## src/rtl/alu_pkg.sv

```systemverilog
// Shared types for the sequential ALU: op codes, FSM states, flag indices.
// Op 110 (DIV) is only implemented when SEQ_ALU_DIV_EN is defined.
package alu_pkg;

   typedef enum logic [2:0] {
      OP_AND = 3'b000,
      OP_SUB = 3'b001,
      OP_ADD = 3'b010,
      OP_MUL = 3'b011,
      OP_OR  = 3'b100,
      OP_XOR = 3'b101,
      OP_DIV = 3'b110,
      OP_RSV = 3'b111
   } alu_op_e;

   typedef enum logic [1:0] {
      ST_IDLE,
      ST_MUL_RUN,
      ST_DIV_RUN,
      ST_DONE
   } alu_state_e;

   localparam int FLAG_C   = 0;
   localparam int FLAG_BR  = 1;
   localparam int FLAG_VP  = 2;
   localparam int FLAG_VN  = 3;
   localparam int FLAG_N   = 4;
   localparam int FLAG_Z   = 5;
   localparam int FLAG_ERR = 6;
   localparam int FLAG_W   = 7;

endpackage

```

## src/rtl/seq_alu_if.sv

```systemverilog
// Operand/result handshake bundle for seq_alu.
// master = operand source and result consumer, slave = the ALU.
interface seq_alu_if
   import alu_pkg::*;
#(
   parameter int W = 8
) ();

   logic              in_valid;
   logic              in_ready;
   alu_op_e           op;
   logic [W-1:0]      a;
   logic [W-1:0]      b;
   logic              out_valid;
   logic              out_ready;
   logic [W-1:0]      result;
   logic [FLAG_W-1:0] flags;
   logic              busy;

   modport master (
      output in_valid, op, a, b, out_ready,
      input  in_ready, out_valid, result, flags, busy
   );

   modport slave (
      input  in_valid, op, a, b, out_ready,
      output in_ready, out_valid, result, flags, busy
   );

endinterface

```

## src/rtl/seq_alu_iter.sv

```systemverilog
// W-iteration datapath: shift-add multiply, and restoring unsigned
// divide when SEQ_ALU_DIV_EN is defined.
module seq_alu_iter
   import alu_pkg::*;
#(
   parameter int W = 8
) (
   input  logic         clk,
   input  logic         rst,
   input  logic         start_i,
   input  logic         div_i,
   input  logic [W-1:0] a_i,
   input  logic [W-1:0] b_i,
   output logic         last_o,
   output logic [W-1:0] res_o
);

   localparam int CW = $clog2(W);

   // acc: product / remainder; opa: multiplicand / quotient;
   // opb: multiplier / divisor
   logic          run_q, run_d;
   logic [CW-1:0] cnt_q, cnt_d;
   logic [W-1:0]  acc_q, acc_d;
   logic [W-1:0]  opa_q, opa_d;
   logic [W-1:0]  opb_q, opb_d;
   logic          div_q, div_d;

   assign last_o = run_q && (cnt_q == CW'(W - 1));

`ifdef SEQ_ALU_DIV_EN
   logic [W:0]   shifted;
   logic [W-1:0] trial;
   logic         ge;

   assign res_o = div_q ? opa_q : acc_q;
`else
   logic unused_div;

   assign unused_div = div_i;
   assign res_o      = acc_q;
`endif

   // One iteration per cycle while running; operands loaded on start
   always_comb begin
      run_d = run_q;
      cnt_d = cnt_q;
      acc_d = acc_q;
      opa_d = opa_q;
      opb_d = opb_q;
      div_d = div_q;
`ifdef SEQ_ALU_DIV_EN
      shifted = {acc_q, opa_q[W-1]};
      ge      = (shifted >= {1'b0, opb_q});
      trial   = shifted[W-1:0] - opb_q;
`endif
      if (start_i) begin
         run_d = 1'b1;
         cnt_d = '0;
         acc_d = '0;
         opa_d = a_i;
         opb_d = b_i;
`ifdef SEQ_ALU_DIV_EN
         div_d = div_i;
`else
         div_d = 1'b0;
`endif
      end else if (run_q) begin
         cnt_d = last_o ? '0 : cnt_q + CW'(1);
         run_d = !last_o;
`ifdef SEQ_ALU_DIV_EN
         if (div_q) begin
            acc_d = ge ? trial : shifted[W-1:0];
            opa_d = {opa_q[W-2:0], ge};
         end else begin
            if (opb_q[0]) acc_d = acc_q + opa_q;
            opa_d = opa_q << 1;
            opb_d = opb_q >> 1;
         end
`else
         if (opb_q[0]) acc_d = acc_q + opa_q;
         opa_d = opa_q << 1;
         opb_d = opb_q >> 1;
`endif
      end
   end

   // Iteration state registers
   always_ff @(posedge clk or posedge rst) begin
      if (rst) begin
         run_q <= 1'b0;
         cnt_q <= '0;
         acc_q <= '0;
         opa_q <= '0;
         opb_q <= '0;
         div_q <= 1'b0;
      end else begin
         run_q <= run_d;
         cnt_q <= cnt_d;
         acc_q <= acc_d;
         opa_q <= opa_d;
         opb_q <= opb_d;
         div_q <= div_d;
      end
   end

endmodule

```

## src/rtl/seq_alu.sv

```systemverilog
// W-bit sequential ALU: FSM, single-cycle ops, flags, output registers.
// Define SEQ_ALU_DIV_EN to build the iterative unsigned divider.
module seq_alu
   import alu_pkg::*;
#(
   parameter int W = 8
) (
   input  logic     clk,
   input  logic     rst,
   seq_alu_if.slave bus
);

   alu_state_e        state_q, state_d;
   alu_op_e           op_q, op_d;
   logic [W-1:0]      a_q, a_d;
   logic [W-1:0]      b_q, b_d;
   logic              out_valid_q, out_valid_d;
   logic              busy_q, busy_d;
   logic [W-1:0]      result_q, result_d;
   logic [FLAG_W-1:0] flags_q, flags_d;

   logic              in_ready;
   logic              accept;
   logic              is_div;
   logic              iter_start;
   logic              iter_last;
   logic [W-1:0]      iter_res;
   logic [W:0]        sum;
   logic [W:0]        diff;
   logic [W-1:0]      calc_res;
   logic [FLAG_W-1:0] calc_flags;

   assign in_ready   = (state_q == ST_IDLE) && !rst;
   assign accept     = bus.in_valid && in_ready;
`ifdef SEQ_ALU_DIV_EN
   assign is_div     = (bus.op == OP_DIV);
`else
   assign is_div     = 1'b0;
`endif
   assign iter_start = accept && ((bus.op == OP_MUL) || is_div);

   assign bus.in_ready  = in_ready;
   assign bus.out_valid = out_valid_q;
   assign bus.busy      = busy_q;
   assign bus.result    = result_q;
   assign bus.flags     = flags_q;

   seq_alu_iter #(
      .W (W)
   ) u_iter (
      .clk     (clk),
      .rst     (rst),
      .start_i (iter_start),
      .div_i   (is_div),
      .a_i     (bus.a),
      .b_i     (bus.b),
      .last_o  (iter_last),
      .res_o   (iter_res)
   );

   // Result and flags from the captured operands
   always_comb begin
      sum        = {1'b0, a_q} + {1'b0, b_q};
      diff       = {1'b0, a_q} - {1'b0, b_q};
      calc_res   = '0;
      calc_flags = '0;
      unique case (op_q)
         OP_AND: calc_res = a_q & b_q;
         OP_OR:  calc_res = a_q | b_q;
         OP_XOR: calc_res = a_q ^ b_q;
         OP_MUL: calc_res = iter_res;
         OP_ADD: begin
            calc_res           = sum[W-1:0];
            calc_flags[FLAG_C] = sum[W];
            calc_flags[FLAG_VP] = (a_q[W-1] == b_q[W-1]) &&
                                  (sum[W-1] != a_q[W-1]);
         end
         OP_SUB: begin
            calc_res            = diff[W-1:0];
            calc_flags[FLAG_BR] = diff[W];
            calc_flags[FLAG_VN] = (a_q[W-1] != b_q[W-1]) &&
                                  (diff[W-1] != a_q[W-1]);
         end
`ifdef SEQ_ALU_DIV_EN
         OP_DIV: begin
            calc_res             = iter_res;
            calc_flags[FLAG_ERR] = (b_q == '0);
         end
`endif
         default: calc_flags[FLAG_ERR] = 1'b1;
      endcase
      calc_flags[FLAG_Z] = (calc_res == '0);
      calc_flags[FLAG_N] = calc_res[W-1];
   end

   // Control FSM: next state, operand capture, output loading
   always_comb begin
      state_d     = state_q;
      op_d        = op_q;
      a_d         = a_q;
      b_d         = b_q;
      result_d    = result_q;
      flags_d     = flags_q;
      busy_d      = (state_q == ST_MUL_RUN) || (state_q == ST_DIV_RUN);
      out_valid_d = (state_q == ST_DONE) &&
                    !(out_valid_q && bus.out_ready);
      unique case (state_q)
         ST_IDLE: begin
            if (accept) begin
               op_d = bus.op;
               a_d  = bus.a;
               b_d  = bus.b;
               if (bus.op == OP_MUL) state_d = ST_MUL_RUN;
               else if (is_div)      state_d = ST_DIV_RUN;
               else                  state_d = ST_DONE;
            end
         end
         ST_MUL_RUN,
         ST_DIV_RUN: begin
            if (iter_last) state_d = ST_DONE;
         end
         ST_DONE: begin
            if (!out_valid_q) begin
               result_d = calc_res;
               flags_d  = calc_flags;
            end else if (bus.out_ready) begin
               state_d = ST_IDLE;
            end
         end
         default: state_d = ST_IDLE;
      endcase
   end

   // State and registered outputs
   always_ff @(posedge clk or posedge rst) begin
      if (rst) begin
         state_q     <= ST_IDLE;
         op_q        <= OP_AND;
         a_q         <= '0;
         b_q         <= '0;
         out_valid_q <= 1'b0;
         busy_q      <= 1'b0;
         result_q    <= '0;
         flags_q     <= '0;
      end else begin
         state_q     <= state_d;
         op_q        <= op_d;
         a_q         <= a_d;
         b_q         <= b_d;
         out_valid_q <= out_valid_d;
         busy_q      <= busy_d;
         result_q    <= result_d;
         flags_q     <= flags_d;
      end
   end

endmodule

```

## src/flat_wrapper.sv

```systemverilog
// flat-port wrapper written by rule: the top's interface ports become plain ports
module seq_alu_flat import alu_pkg::*;
#(
   parameter int W = 8
)
  (clk, rst, bus_in_valid, bus_op, bus_a, bus_b, bus_out_ready, bus_in_ready, bus_out_valid, bus_result, bus_flags, bus_busy);
  seq_alu_if #(.W(W)) bus_i ();
  input  logic clk;
  input  logic rst;
  input wire logic [$bits(bus_i.in_valid)-1:0] bus_in_valid;
  input wire logic [$bits(bus_i.op)-1:0] bus_op;
  input wire logic [$bits(bus_i.a)-1:0] bus_a;
  input wire logic [$bits(bus_i.b)-1:0] bus_b;
  input wire logic [$bits(bus_i.out_ready)-1:0] bus_out_ready;
  output wire logic [$bits(bus_i.in_ready)-1:0] bus_in_ready;
  output wire logic [$bits(bus_i.out_valid)-1:0] bus_out_valid;
  output wire logic [$bits(bus_i.result)-1:0] bus_result;
  output wire logic [$bits(bus_i.flags)-1:0] bus_flags;
  output wire logic [$bits(bus_i.busy)-1:0] bus_busy;
  assign bus_i.in_valid = bus_in_valid;
  assign bus_i.op = bus_op;
  assign bus_i.a = bus_a;
  assign bus_i.b = bus_b;
  assign bus_i.out_ready = bus_out_ready;
  assign bus_in_ready = bus_i.in_ready;
  assign bus_out_valid = bus_i.out_valid;
  assign bus_result = bus_i.result;
  assign bus_flags = bus_i.flags;
  assign bus_busy = bus_i.busy;
  seq_alu #(.W(W)) u_core (.clk(clk), .rst(rst), .bus(bus_i));
endmodule
```

## config.mk

```make
export PLATFORM = sky130hd
export DESIGN_NAME = seq_alu_flat
export DESIGN_NICKNAME = d
export VERILOG_FILES = /design/src/rtl/alu_pkg.sv /design/src/rtl/seq_alu_if.sv /design/src/rtl/seq_alu_iter.sv /design/src/rtl/seq_alu.sv /design/src/flat_wrapper.sv
export SDC_FILE = /design/constraint.sdc
export NUM_CORES = 1
export LEC_CHECK = 0
export ABC_AREA = 1
export CAP_MARGIN = 20
export CORE_MARGIN = 5
export CORE_UTILIZATION = 62
export CTS_CLUSTER_DIAMETER = 100
export DETAILED_ROUTE_END_ITERATION = 10
export PLACE_DENSITY = 0.85
export SETUP_SLACK_MARGIN = 0.15
export SLEW_MARGIN = 25
export SYNTH_ARGS = -nofsm -noshare
export SYNTH_HDL_FRONTEND = slang
export SYNTH_SLANG_ARGS = --single-unit
```

## constraint.sdc

```tcl
create_clock -name clk -period 3.6 [get_ports clk]
set_input_delay 1.08 -clock clk [delete_from_list [all_inputs] [get_ports clk]]
set_output_delay 1.08 -clock clk [all_outputs]
set_load 0.01 [all_outputs]
```

# [After elaboration in Yosys (flattened, before gate mapping)]
# Index checks and enable logic that the tools add are counted.
# W data, S select, Z words.
[classes] add_sub_neg=4 n_eq_ne=18 muxes=24 n_bitwise=4 n_reduce_logical=23
[op_table] op="$mux W8" count=7
[op_table] op="$pmux W8 S6" count=1
[op_table] op="$mux W2" count=5
[op_table] op="$add A8 B8 Y9" count=1
[op_table] op="$eq A3 B2 Y1 const B" count=3
[op_table] op="$eq A3 B3 Y1 const B" count=3
[op_table] op="$mux W3" count=3
[op_table] op="$sub A8 B8 Y9" count=1
[op_table] op="$add A8 B8 Y8" count=1
[op_table] op="$and A8 B8 Y8" count=1
[op_table] op="$logic_and A1 B1 Y1" count=8
[op_table] op="$logic_not A8 Y1" count=1
[op_table] op="$or A8 B8 Y8" count=1
[op_table] op="$xor A8 B8 Y8" count=1
[op_table] op="$mux W1" count=7
[op_table] op="$pmux W2 S3" count=1
[op_table] op="$reduce_and A2 Y1" count=3
[op_table] op="$reduce_or A6 Y1" count=1
[op_table] op="$eq A2 B2 Y1 const B" count=2
[op_table] op="$ne A2 B1 Y1 const B" count=2
[op_table] op="$ne A2 B2 Y1 const B" count=2
[op_table] op="$reduce_and A4 Y1" count=1
[op_table] op="$reduce_bool A2 Y1" count=2
[op_table] op="$add A3 B1 Y3 const B" count=1
[op_table] op="10 further kinds" count=14
[word_totals] regBits=66 input_bits=23 elab_cells=86

# [Depth between registers and ports, before layout]
[logic_depth] ltp_word=6 depth_mapped=15 depth_no_buf=15

# [Hierarchy]
# A second synthesis with hierarchy kept.
[hier_totals] hier_cells=578 hier_area_um2=4354.2
[modules_own_cells] module="seq_alu" instances=1 cells_per_inst=394 area_each_um2=2834.0 seq_area_each_um2=925.9
[modules_own_cells] module="seq_alu_iter" instances=1 cells_per_inst=184 area_each_um2=1520.2 seq_area_each_um2=700.7

# [Worst setup path after synthesis]
# Ideal clock, no wire load.
[synth_timing] path_kind="input port to output port" startpoint="input port rst" endpoint="output port bus_in_ready" t_arrival_ps=1242 required_time_ps=2520 path_slack_ps=1278 stages=1 n_path_buf=0 cell_sequence="nor2_2"
[synth_via] elab_chain_len=2
[synth_lines] item="start: declaration" line="flat_wrapper.sv:9" source="input logic rst;"
[synth_lines] item="$logic_not A1 Y1" line="seq_alu.sv:33" source="assign in_ready = (state_q == ST_IDLE) && !rst;"
[synth_lines] item="$logic_and A1 B1 Y1" line="seq_alu.sv:33"
[synth_lines] item="end: declaration" line="flat_wrapper.sv:15" source="output wire logic [$bits(bus_i.in_ready)-1:0] bus_in_ready;"
# Every way passes these cells.

# [Final worst setup path]
# Ends and elaborated chain as after synthesis.

==> results.txt <==
Post-synthesis async set-or-reset flop share: 1.000. TritonCTS built the clock tree. Entering global routing, the biggest net connects 41 pins. The tools report the kind of start point of the critical path as a primary input.

The total count of max-transition violations in the final report is 0. Leaving out fill and tap cells, the most frequent cell in the layout is sky130_fd_sc_hd__nand2_1. The post-route fraction of the period consumed by the critical path is 0.9270.

In the final layout, the multi-input gates occupy 0.002245 sq mm. The setup path with the least slack is of type primary input to output port. Dividing the detail-routed wire length by the instance count gives 16.14 um.

For this run, the detailed router's first-pass iteration total came to 5. The run gives 0 as the number of diodes. Traced cell by cell, the critical path runs through clkdlybuf4s50_1, nor2_2, clkdlybuf4s50_1. The cell depth of the worst flop-to-flop path was 13; the number of fill cells was 517. The initial core utilization came out at 0.6361. Commonest register cell after synthesis: sky130_fd_sc_hd__dfrtp_1. The number of global-route vias before repair is 3786. Per-instance average area after synthesis: 7.593 sq um. The run finished with clean final reports. The proportion of netlist area held by the largest area contributor is 0.3785, and the routability-driven placement congestion ratio is 0.9920. The die is 93.26 um tall. Once the clock tree was built, the setup fixing pass inserted 0 buffers. In this run the standard cell core region covers 0.006756 sq mm. The count of flip-flops with a built-in enable after synthesis was 0. The run gives 18430 um as the wire length of the first global-routing pass. The largest fanout on the critical path is 2, and the power per unit of standard cell area is 1012 mW/mm^2. For this design the static power due to leakage is 2.537 nW. The estimated wirelength of the detail-placed design came out at 8418 um. The number of nets in the synthesized netlist is 629. Setup TNS after final layout: 0 ps. The count of buffers added on input and output ports is 40.

For the total die area, the log shows 0.008697 sq mm. The most numerous cell type found on the critical path is sky130_fd_sc_hd__clkdlybuf4s50_1. At the later pin of the worst-skew pair, clock insertion delay measures 360 ps. The register area share after synthesis is 0.3785.

The number of warnings issued by yosys came out at 0. The clock drives 65 sinks. The tools report the number of hold violations in the final report as 0.

Wires add up to 11090 um. Slowest cell on the critical path: sky130_fd_sc_hd__clkdlybuf4s50_1. Ranked by total cell area, the synthesized netlist is headed by sky130_fd_sc_hd__dfrtp_1 (38%), sky130_fd_sc_hd__nand2_1 (13%), sky130_fd_sc_hd__ha_1 (11%). Clock tree synthesis inserted a total of 9 buffers. In the layout the commonest cells are sky130_fd_sc_hd__nand2_1 (146), sky130_fd_sc_hd__inv_1 (79), sky130_fd_sc_hd__dfrtp_1 (65), sky130_fd_sc_hd__nand3_1 (50). After detailed routing, the number of remaining DRC violations is 0. The instance count of the mapped netlist is 566. The clock tree synthesis step divided the H-tree into 3 levels. The initial antenna violation count is 0.

The post-route core utilization is 0.7380, and the DRC violation total after the first TritonRoute iteration is 429. The maximum count of clock buffers along a single path is 2, and the area growth from synthesis to final layout is 16.01%. The number of stages on the worst hold path is 2.

The relative slew slack came out at 0.5089. For this design, the CTS-stage hold fixing added 0 buffers. The number of maximum-capacitance constraint violations is 0, and the top-level I/O count is 41.

The post-CTS clock slew at the launch and capture registers of the worst setup and hold paths was 70 ps. The logs give 0.004986 sq mm for the area of all placed cells without fillers and 0 for the total global routing overflow. The required arrival time at the worst endpoint is 2520 ps, and the number of cells upsized or downsized after cts is 0. After floorplanning, the core was divided into 30 placement rows. The run gives 0.001627 sq mm as the register cell area after layout. The tools report the clock tree root driver cell as sky130_fd_sc_hd__clkbuf_8. The tools report the aggregate global-route resource usage as 0.2729.

STA classifies the critical path endpoint as an output port. The number of distinct standard cells referenced by the synthesized netlist is 38, and the delay of the slowest critical-path stage is 570 ps. Summing over every cut layer, the via total after detailed routing is 3958. Static timing analysis puts the maximum clock frequency at 299.6 MHz. For the largest voltage drop on the vdd net, the log shows 0.5215 mV.

Clock skew on the completed layout was measured at 9.603 ps. The tools report the net count of the finished layout as 665. The final count of negative-setup-slack endpoints is 0. Setup repair after global routing left no endpoint under its margin.

The overall die width was 93.26 um. Data on the critical path arrives at its endpoint at 2260 ps. Once placement finished, the instance area stood at 0.004732 sq mm. The layout cell share with drive strength beyond 1 came out at 0.06425. The biggest area contributor in the post-synthesis netlist is sky130_fd_sc_hd__dfrtp_1.

The pin slew with the least headroom to its limit is 736.6 ps, and the flip-flop and latch count after synthesis is 65. The shortest clock period the worst path allows after layout was 3337 ps. The path class of the tightest hold or removal check is flip-flop to flip-flop. In this run the remaining antenna-violating nets after routing total 0.

The via-per-instance ratio came out at 5.761. The run gives 0.004298 sq mm as the netlist area before placement.
-- routing by layer --
layer	track usage	up-vias	wire length (um)
li1	-	1917	-
met1	0.3553	1841	4684
met2	0.4419	171	5282
met3	0.04666	29	797
met4	0.1282	0	321
met5	0	-	0
-- cells by family after synthesis --
group	count (synthesis)	synth area share
multiplexers	1	0.002620
AO/OA/AOI/OAI	91	0.1278
buffers and inverters	104	0.09927
adder cells (fa/ha/maj)	40	0.1217
AND/OR/NAND/NOR	262	0.2640
XOR/XNOR	3	0.006115
flip-flops	65	0.3785
-- final timing paths --
| check | slack (ps) | endpoint | startpoint |
|---|---|---|---|
| setup / recovery | 260 | bus_in_ready | rst |
| max in group asynchronous | 1830 | u_core.b_q[4] | rst |
| hold reg to reg | 480 | u_core.bus.flags[5] | u_core.bus.flags[5] |
| min in group asynchronous | 1150 | u_core.bus.out_valid | rst |
| setup reg to reg | 1440 | u_core.bus.flags[5] | u_core.a_q[0] |
| hold / removal | 480 | u_core.bus.flags[5] | u_core.bus.flags[5] |
-- layout make-up --
cell class                 count  share of cell area
clock buffer                  12             0.03112
clock inverter                 4             0.01982
inverter                      86             0.06524
multi-input combinational    397              0.4502
sequential                    65              0.3262
tap                           80             0.02008
timing repair buffer          43             0.08733
-- state kept, by name, summed over array words and instances, names as in the netlist --
name / cells
u_core.bus.busy: 1
u_core.u_iter.res_o: 8
u_core.op_q: 3
u_core.u_iter.opb_q: 8
u_core.state_q: 2
u_core.a_q: 8
u_core.u_iter.cnt_q: 3
u_core.bus.out_valid: 1
u_core.u_iter.run_q: 1
u_core.bus.flags: 7
u_core.u_iter.opa_q: 8
u_core.b_q: 8
u_core.bus.result: 7
-- cell usage after synthesis (3+ instances only) --
cell / number
sky130_fd_sc_hd__nand3b_1: 3
sky130_fd_sc_hd__a221oi_1: 5
sky130_fd_sc_hd__a221oi_2: 3
sky130_fd_sc_hd__inv_2: 3
sky130_fd_sc_hd__nand3_1: 50
sky130_fd_sc_hd__buf_4: 3
sky130_fd_sc_hd__nor2_2: 5
sky130_fd_sc_hd__nand2_2: 3
sky130_fd_sc_hd__o21ai_0: 40
sky130_fd_sc_hd__clkbuf_1: 7
sky130_fd_sc_hd__nand4_1: 13
sky130_fd_sc_hd__ha_1: 37
sky130_fd_sc_hd__nand2_1: 146
sky130_fd_sc_hd__fa_1: 3
sky130_fd_sc_hd__inv_1: 80
sky130_fd_sc_hd__buf_2: 6
sky130_fd_sc_hd__dfrtp_1: 65
sky130_fd_sc_hd__a21oi_1: 23
sky130_fd_sc_hd__o22ai_1: 8
sky130_fd_sc_hd__nor2_1: 38
-- through the flow --
| stage | setup WS, ps | hold WS (ps) | instances | power, mW |
|---|---|---|---|---|
| 2_1_floorplan | 893.5 | 452.9 | 566 | 3.387 |
| 3_3_place_gp | 297.6 | 460.7 | 671 | 4.060 |
| 3_5_place_dp | 251.8 | 465.2 | 671 | 4.173 |
| 4_1_cts | 242.7 | 484.7 | 687 | 4.999 |
| 5_1_grt | 230.2 | 501.9 | 687 | 5.496 |
| 6_report | 262.8 | 481.4 | 687 | 5.044 |
-- power by group --
group          internal (mW)  switching (mW)  total, mW
clock network          0.500           0.303      0.803
registers               1.06           0.323       1.38
logic                   1.08            1.79       2.86
total                   2.63            2.41       5.04
-- critical path: cells and delay by family --
family	cells	cell delay, ps
AND/OR/NAND/NOR	1	160
buffers and inverters	2	1020
Note: power is estimated with default switching activity, not from simulation.
